==> config.mk <==
export PLATFORM = sky130hd
export DESIGN_NAME = inst_fetch_decode
export DESIGN_NICKNAME = d
export VERILOG_FILES = /design/src/rtl/inst_fetch_decode.sv
export SDC_FILE = /design/constraint.sdc
export NUM_CORES = 1
export LEC_CHECK = 0
export ABC_AREA = 0
export BUFFER_PORTS_ARGS = -buffer_cell sky130_fd_sc_hd__buf_2
export CORE_AREA = 3 3 120 122
export DETAILED_ROUTE_END_ITERATION = 12
export DIE_AREA = 0 0 123 125
export GPL_TIMING_DRIVEN = 0
export PLACE_DENSITY_LB_ADDON = 0.15
export SLEW_MARGIN = 20
export SYNTH_ARGS = -nofsm -noshare
export SYNTH_HDL_FRONTEND = slang
export SYNTH_SLANG_ARGS = --single-unit
==> constraint.sdc <==
create_clock -name clk -period 4.7 [get_ports clk]
set_clock_uncertainty 0.05 [all_clocks]
set_input_delay 0.94 -clock clk [delete_from_list [all_inputs] [get_ports clk]]
set_output_delay 0.94 -clock clk [all_outputs]
set_load 0.05 [all_outputs]
==> src/rtl/inst_fetch_decode.sv <==
// Instruction fetch/decode front end: registers fetch validity and pc of the
// word being returned by the synchronous instruction memory, decodes that word
// into a microcode control word and loads the s0 stage for the control unit.
module inst_fetch_decode #(
    parameter logic [29:0] RESET_PC = 30'h0
) (
    input  logic        clk,
    input  logic        rst_n,
    input  logic        clk_enable,
    input  logic [29:0] pc,
    output logic [29:0] imem_addr,
    input  logic [31:0] imem_rdata,
    input  logic        imem_busy,
    input  logic        block_inst,
    output logic [31:0] microcode_s0,
    output logic [24:0] instruction_data_s0,
    output logic        illegal_inst,
    output logic [29:0] illegal_pc
);

    // Major opcodes (inst[6:0]); all legal ones end in 2'b11.
    localparam logic [6:0] OPC_LUI    = 7'b0110111;
    localparam logic [6:0] OPC_AUIPC  = 7'b0010111;
    localparam logic [6:0] OPC_JAL    = 7'b1101111;
    localparam logic [6:0] OPC_JALR   = 7'b1100111;
    localparam logic [6:0] OPC_BRANCH = 7'b1100011;
    localparam logic [6:0] OPC_LOAD   = 7'b0000011;
    localparam logic [6:0] OPC_STORE  = 7'b0100011;
    localparam logic [6:0] OPC_OP_IMM = 7'b0010011;
    localparam logic [6:0] OPC_OP     = 7'b0110011;

    // Microcode single-bit positions.
    localparam int B_CHECK_RS1   = 0;
    localparam int B_CHECK_RS2   = 1;
    localparam int B_A_TO_ALU    = 6;
    localparam int B_B_TO_ALU    = 7;
    localparam int B_MEM_WE      = 15;
    localparam int B_ALU_TO_ADDR = 16;
    localparam int B_JUMP        = 17;
    localparam int B_MEM_IN_USE  = 18;
    localparam int B_REG_WE      = 19;
    localparam int B_UP_TO_REG   = 20;
    localparam int B_ALU_TO_REG  = 21;
    localparam int B_RET_TO_REG  = 22;
    localparam int B_MEM_TO_REG  = 23;

    // Operand select and ALU / branch encodings.
    localparam logic [1:0] A_PC    = 2'b01;
    localparam logic [1:0] B_IMM_I = 2'b01;
    localparam logic [1:0] B_IMM_S = 2'b10;
    localparam logic [1:0] B_IMM_U = 2'b11;
    localparam logic [3:0] ALU_ADD = 4'd0;
    localparam logic [2:0] COND_TRUE = 3'd7;

    logic        fetch_valid;
    logic [29:0] pc_si;
    logic [31:0] dec_word;
    logic        dec_illegal;

    logic [6:0] opcode;
    logic [2:0] funct3;
    logic       alt;

    assign imem_addr = pc;
    assign opcode    = imem_rdata[6:0];
    assign funct3    = imem_rdata[14:12];
    assign alt       = imem_rdata[30];

    // ALU operation from funct3; inst[30] picks sra on 101, and sub on 000
    // only for register-register ops (for OP-IMM it is an immediate bit).
    function automatic logic [3:0] alu_from_funct3(input logic [2:0] f3,
                                                   input logic alt_bit,
                                                   input logic allow_sub);
        logic [3:0] op;
        case (f3)
            3'b000:  op = (allow_sub && alt_bit) ? 4'd1 : 4'd0;
            3'b001:  op = 4'd2;
            3'b010:  op = 4'd3;
            3'b011:  op = 4'd4;
            3'b100:  op = 4'd5;
            3'b101:  op = alt_bit ? 4'd7 : 4'd6;
            3'b110:  op = 4'd8;
            default: op = 4'd9;
        endcase
        return op;
    endfunction

    // Combinational decode of the word returned by instruction memory.
    always_comb begin
        // NOTE: every output gets a default first so no path can infer a latch.
        dec_word    = '0;
        dec_illegal = 1'b0;
        case (opcode)
            OPC_LUI: begin
                dec_word[B_REG_WE]    = 1'b1;
                dec_word[B_UP_TO_REG] = 1'b1;
            end
            OPC_AUIPC: begin
                dec_word[3:2]          = A_PC;
                dec_word[5:4]          = B_IMM_U;
                dec_word[B_A_TO_ALU]   = 1'b1;
                dec_word[B_B_TO_ALU]   = 1'b1;
                dec_word[11:8]         = ALU_ADD;
                dec_word[B_REG_WE]     = 1'b1;
                dec_word[B_ALU_TO_REG] = 1'b1;
            end
            OPC_JAL, OPC_JALR: begin
                dec_word[B_CHECK_RS1]  = (opcode == OPC_JALR);
                dec_word[14:12]        = COND_TRUE;
                dec_word[B_JUMP]       = 1'b1;
                dec_word[B_REG_WE]     = 1'b1;
                dec_word[B_RET_TO_REG] = 1'b1;
            end
            OPC_BRANCH: begin
                dec_word[B_CHECK_RS1] = 1'b1;
                dec_word[B_CHECK_RS2] = 1'b1;
                dec_word[B_JUMP]      = 1'b1;
                case (funct3)
                    3'b000:  dec_word[14:12] = 3'd1;
                    3'b001:  dec_word[14:12] = 3'd2;
                    3'b100:  dec_word[14:12] = 3'd3;
                    3'b101:  dec_word[14:12] = 3'd4;
                    3'b110:  dec_word[14:12] = 3'd5;
                    3'b111:  dec_word[14:12] = 3'd6;
                    default: dec_illegal     = 1'b1;
                endcase
            end
            OPC_LOAD: begin
                dec_illegal             = (funct3 != 3'b010);
                dec_word[B_CHECK_RS1]   = 1'b1;
                dec_word[5:4]           = B_IMM_I;
                dec_word[B_A_TO_ALU]    = 1'b1;
                dec_word[B_B_TO_ALU]    = 1'b1;
                dec_word[11:8]          = ALU_ADD;
                dec_word[B_ALU_TO_ADDR] = 1'b1;
                dec_word[B_MEM_IN_USE]  = 1'b1;
                dec_word[B_REG_WE]      = 1'b1;
                dec_word[B_MEM_TO_REG]  = 1'b1;
            end
            OPC_STORE: begin
                dec_illegal             = (funct3 != 3'b010);
                dec_word[B_CHECK_RS1]   = 1'b1;
                dec_word[B_CHECK_RS2]   = 1'b1;
                dec_word[5:4]           = B_IMM_S;
                dec_word[B_A_TO_ALU]    = 1'b1;
                dec_word[B_B_TO_ALU]    = 1'b1;
                dec_word[11:8]          = ALU_ADD;
                dec_word[B_MEM_WE]      = 1'b1;
                dec_word[B_ALU_TO_ADDR] = 1'b1;
                dec_word[B_MEM_IN_USE]  = 1'b1;
            end
            OPC_OP_IMM: begin
                dec_word[B_CHECK_RS1]  = 1'b1;
                dec_word[5:4]          = B_IMM_I;
                dec_word[B_A_TO_ALU]   = 1'b1;
                dec_word[B_B_TO_ALU]   = 1'b1;
                dec_word[11:8]         = alu_from_funct3(funct3, alt, 1'b0);
                dec_word[B_REG_WE]     = 1'b1;
                dec_word[B_ALU_TO_REG] = 1'b1;
            end
            OPC_OP: begin
                dec_word[B_CHECK_RS1]  = 1'b1;
                dec_word[B_CHECK_RS2]  = 1'b1;
                dec_word[B_A_TO_ALU]   = 1'b1;
                dec_word[B_B_TO_ALU]   = 1'b1;
                dec_word[11:8]         = alu_from_funct3(funct3, alt, 1'b1);
                dec_word[B_REG_WE]     = 1'b1;
                dec_word[B_ALU_TO_REG] = 1'b1;
            end
            default: dec_illegal = 1'b1;
        endcase
    end

    // Fetch tracking, s0 load with bubble insertion, and sticky illegal capture.
    always_ff @(posedge clk or negedge rst_n) begin
        if (!rst_n) begin
            fetch_valid         <= 1'b0;
            pc_si               <= '0;
            microcode_s0        <= '0;
            instruction_data_s0 <= '0;
            illegal_inst        <= 1'b0;
            illegal_pc          <= RESET_PC;
        end else if (clk_enable) begin
            // NOTE: non-blocking assignments so every register samples the
            // pre-edge values (s0 sees the old fetch_valid, not the new one).
            fetch_valid <= ~imem_busy;
            pc_si       <= pc;
            if (block_inst || !fetch_valid || dec_illegal) begin
                microcode_s0        <= '0;
                instruction_data_s0 <= '0;
            end else begin
                microcode_s0        <= dec_word;
                instruction_data_s0 <= imem_rdata[31:7];
            end
            // A blocked illegal word will be refetched, so it is not flagged yet.
            if (fetch_valid && !block_inst && dec_illegal && !illegal_inst) begin
                illegal_inst <= 1'b1;
                illegal_pc   <= pc_si;
            end
        end
    end

endmodule

==> run_results.csv <==
group,metric,value,unit
outcome,status,"finished clean",
synth,synth_mux_area_share,14.8,%
worst_setup_path,reg2regPathDepth,5,
synth,yosys.area_share.simple,6.68,%
routing,ant_nets,0,
routing,wl,11.6,mm
placed_design,place.gp.congestion,0.855,
synth,synth_xor_area_share,0.186,%
clock_tree,clock_sink_count,108,
clock_tree,clk_pin_slew,70,ps
synth,synthAdderAreaFrac,0,%
synth,avgSynthCellArea,12.6,µm²
power,power.density,423,nW/µm²
grt,grt_max_degree,58,
clock_tree,cts.repair.resized,0,
flow_run,drv_cap,0,
clock_tree,post_cts_buffers,0,
grt,grt_pass1_wl,18.1,mm
timing,fin_crit_sh,57.9,%
synth,synth-edff-count,0,
synth,synth_top_family_by_area,"multiplexers",
clock_tree,cts_made_buffers,9,
timing,slew-limit-headroom,39.9,%
die,die_w,123,µm
power,leakagePower,3.14,nW
finish,fillCellCount,1245,
routing,vias,3473,
clock_tree,ctsHoldBuffers,0,
clock_tree,cts-root-buf,"clkbuf_16",
worst_setup_path,startpoint_type,"input port",
die,start_util,35.4,%
clock_tree,clockBufferDepth,2,
worst_setup_path,required,4880,ps
timing,finalHoldViolCount,0,
power,vdd_drop_max,0.198,mV
synth,async_reset_ff_share,100,%
routing,maxUsedRoutingLayer,"met4",
routing,dr_wl_met3,1.00,mm
timing,slew_violations,0,
die,ios,185,
routing,route.met2.wl,5.36,mm
synth,yosys_warnings,0,
worst_setup_path,worst-path-buf-inv,3,
finish,stdcell_area,6160,µm²
routing,viasPerCell,4.66,
die,coreArea,13300,µm²
worst_setup_path,cp_cell_sequence,"buf_2, nand3b_4, or3_1, clkbuf_1, a211o_1, nand2_1, buf_4, mux2_2",
placed_design,placed_area,5850,µm²
die,dieArea,15400,µm²
synth,ys_ff_latch,108,
routing,wl_per_cell,15.6,µm
finish,fin_nets,632,
placed_design,dp_hpwl,8.61,mm
worst_setup_path,cp_max_fo,10,
worst_setup_path,cp_top_family,"simple AND/OR/NAND/NOR gates",
synth,synth_area_leaders,"dfrtp_1 (57%), mux2_2 (13%), buf_4 (7.0%)",
hold_path,hold_path_depth,1,
placed_design,port_buffers,172,
grt,grt_antenna_before_repair,0,
synth,yosysSeqAreaShare,57.5,%
worst_setup_path,cp-end-kind,"flip-flop",
timing,max_freq,0.367,GHz
synth,syn_inst,373,
grt,grt_usage,15.0,%
finish,area_growth,31.1,%
worst_setup_path,slowest_stage,"a211o_1",
worst_setup_path,critPathMaxStageDelay,370,ps
grt,grt_pass1_vias,3413,
timing,final.setup.tns,0,ps
timing,worstMarginPinSlew,889,ps
worst_setup_path,cp_num_cells,8,
finish,layout-drive-gt1-share,52.0,%
die,die_h,125,µm
synth,synth_cell_types,38,
synth,synth_top_area_share,57.5,%
routing,detail_route.first_pass.iterations,5,
hold_path,worstHoldPathType,"reg -> reg",
timing,timing.final.crit_period,2720,ps
worst_setup_path,cp.arrival,2900,ps
routing,drc,0,
timing,setup_violations,0,
timing,rsz0062_at_grt,"false",
routing,wl_met1,5.04,mm
worst_setup_path,crit_type,"in -> reg",
timing,fin_hold_ws,433,ps
synth,synthesis.area,4700,µm²
clock_tree,htree_levels,3,
synth,synth_largest_area_cell,"dfrtp_1",
routing,first_iter_violations,121,
finish,antenna_cells,0,
clock_tree,clk_latency,340,ps
clock_tree,cts_tree,"yes",
grt,overflow,0,
die,rows,42,
synth,synth_compound_area_share,11.4,%
synth,synth_ff_type,"dfrtp_1",
-- metrics by stage --
step	std cells	setup slack [ps]	util, %	total power [mW]
2_1_floorplan	381	1900	-	1.62
3_3_place_gp	729	1390	43.7	1.81
3_5_place_dp	730	1620	44.0	1.82
4_1_cts	745	1980	46.4	2.64
5_1_grt	745	1890	46.4	2.73
6_report	745	1980	46.4	2.61
-- layout make-up --
type / instances / area [µm²] / share of cell area (%)
Clock inverter: 4 / 73.8 / 1.20
Sequential cell: 108 / 2700 / 43.8
Buffer: 65 / 414 / 6.72
Timing Repair Buffer: 173 / 895 / 14.5
Clock buffer: 11 / 243 / 3.94
Inverter: 7 / 26.3 / 0.426
Multi-Input combinational cell: 201 / 1590 / 25.8
Tap cell: 176 / 220 / 3.57
-- power breakdown --
part,total [mW],switching (mW),internal (mW)
registers,1.09,0.0510,1.04
logic,0.707,0.508,0.199
clock network,0.812,0.333,0.479
total,2.61,0.892,1.72
-- flip-flops by register name, summed over array words and instances (netlist names) --
register	count
fetch_valid	1
illegal_inst	1
illegal_pc	30
instruction_data_s0	25
microcode_s0	21
pc_si	30
-- cells by family after synthesis --
family,after synthesis
DFF,108
buffers and inverters,72
AOI/OAI and AO/OA,66
and+or+nand+nor,63
muxes,62
xor gates and xnor gates,1
other,1
-- synth_stat cells, types with 4 or more instances --
cell,n
buf_2,4
mux2_2,56
nand2_1,34
o21ai_0,10
clkbuf_1,15
mux2_1,4
or3_1,5
nor2b_1,5
nor2_1,7
a22o_1,4
buf_4,44
o2bb2ai_1,35
inv_1,7
dfrtp_1,108
-- cells in the final DEF, fill, tap and decap left out, types with 2 or more instances in the layout --
cell / n
a21oi_1: 3
a211o_1: 3
o2bb2ai_1: 35
buf_4: 44
inv_1: 7
bufinv_16: 2
nor2_1: 7
dfrtp_1: 108
buf_2: 175
nor2b_1: 5
o21ai_0: 10
buf_1: 2
clkbuf_16: 9
mux2_1: 4
nand2b_1: 2
mux2_2: 56
clkbuf_1: 16
mux2i_1: 2
nand3_1: 2
conb_1: 9
a32o_1: 3
or3_1: 5
nand2_1: 34
nor4b_1: 2
a22o_1: 4
-- layer usage --
layer	global-route usage (%)	vias up
li1	-	1651
met1	20.0	1683
met2	23.5	125
met3	4.20	14
met4	5.34	0
met5	0	-
-- final timing paths --
| kind | startpoint | endpoint | slack (ps) |
|---|---|---|---|
| worst max-delay path | imem_rdata[4] | illegal_pc[6] | 1980 |
| worst min-delay path | microcode_s0[14] | microcode_s0[14] | 430 |
| worst max register to register | fetch_valid | microcode_s0[9] | 2590 |
| worst min register to register | microcode_s0[14] | microcode_s0[14] | 430 |
| max in group asynchronous | rst_n | pc_si[28] | 3460 |
| min in group asynchronous | rst_n | illegal_pc[8] | 490 |
(Power assumes the default switching activity.)
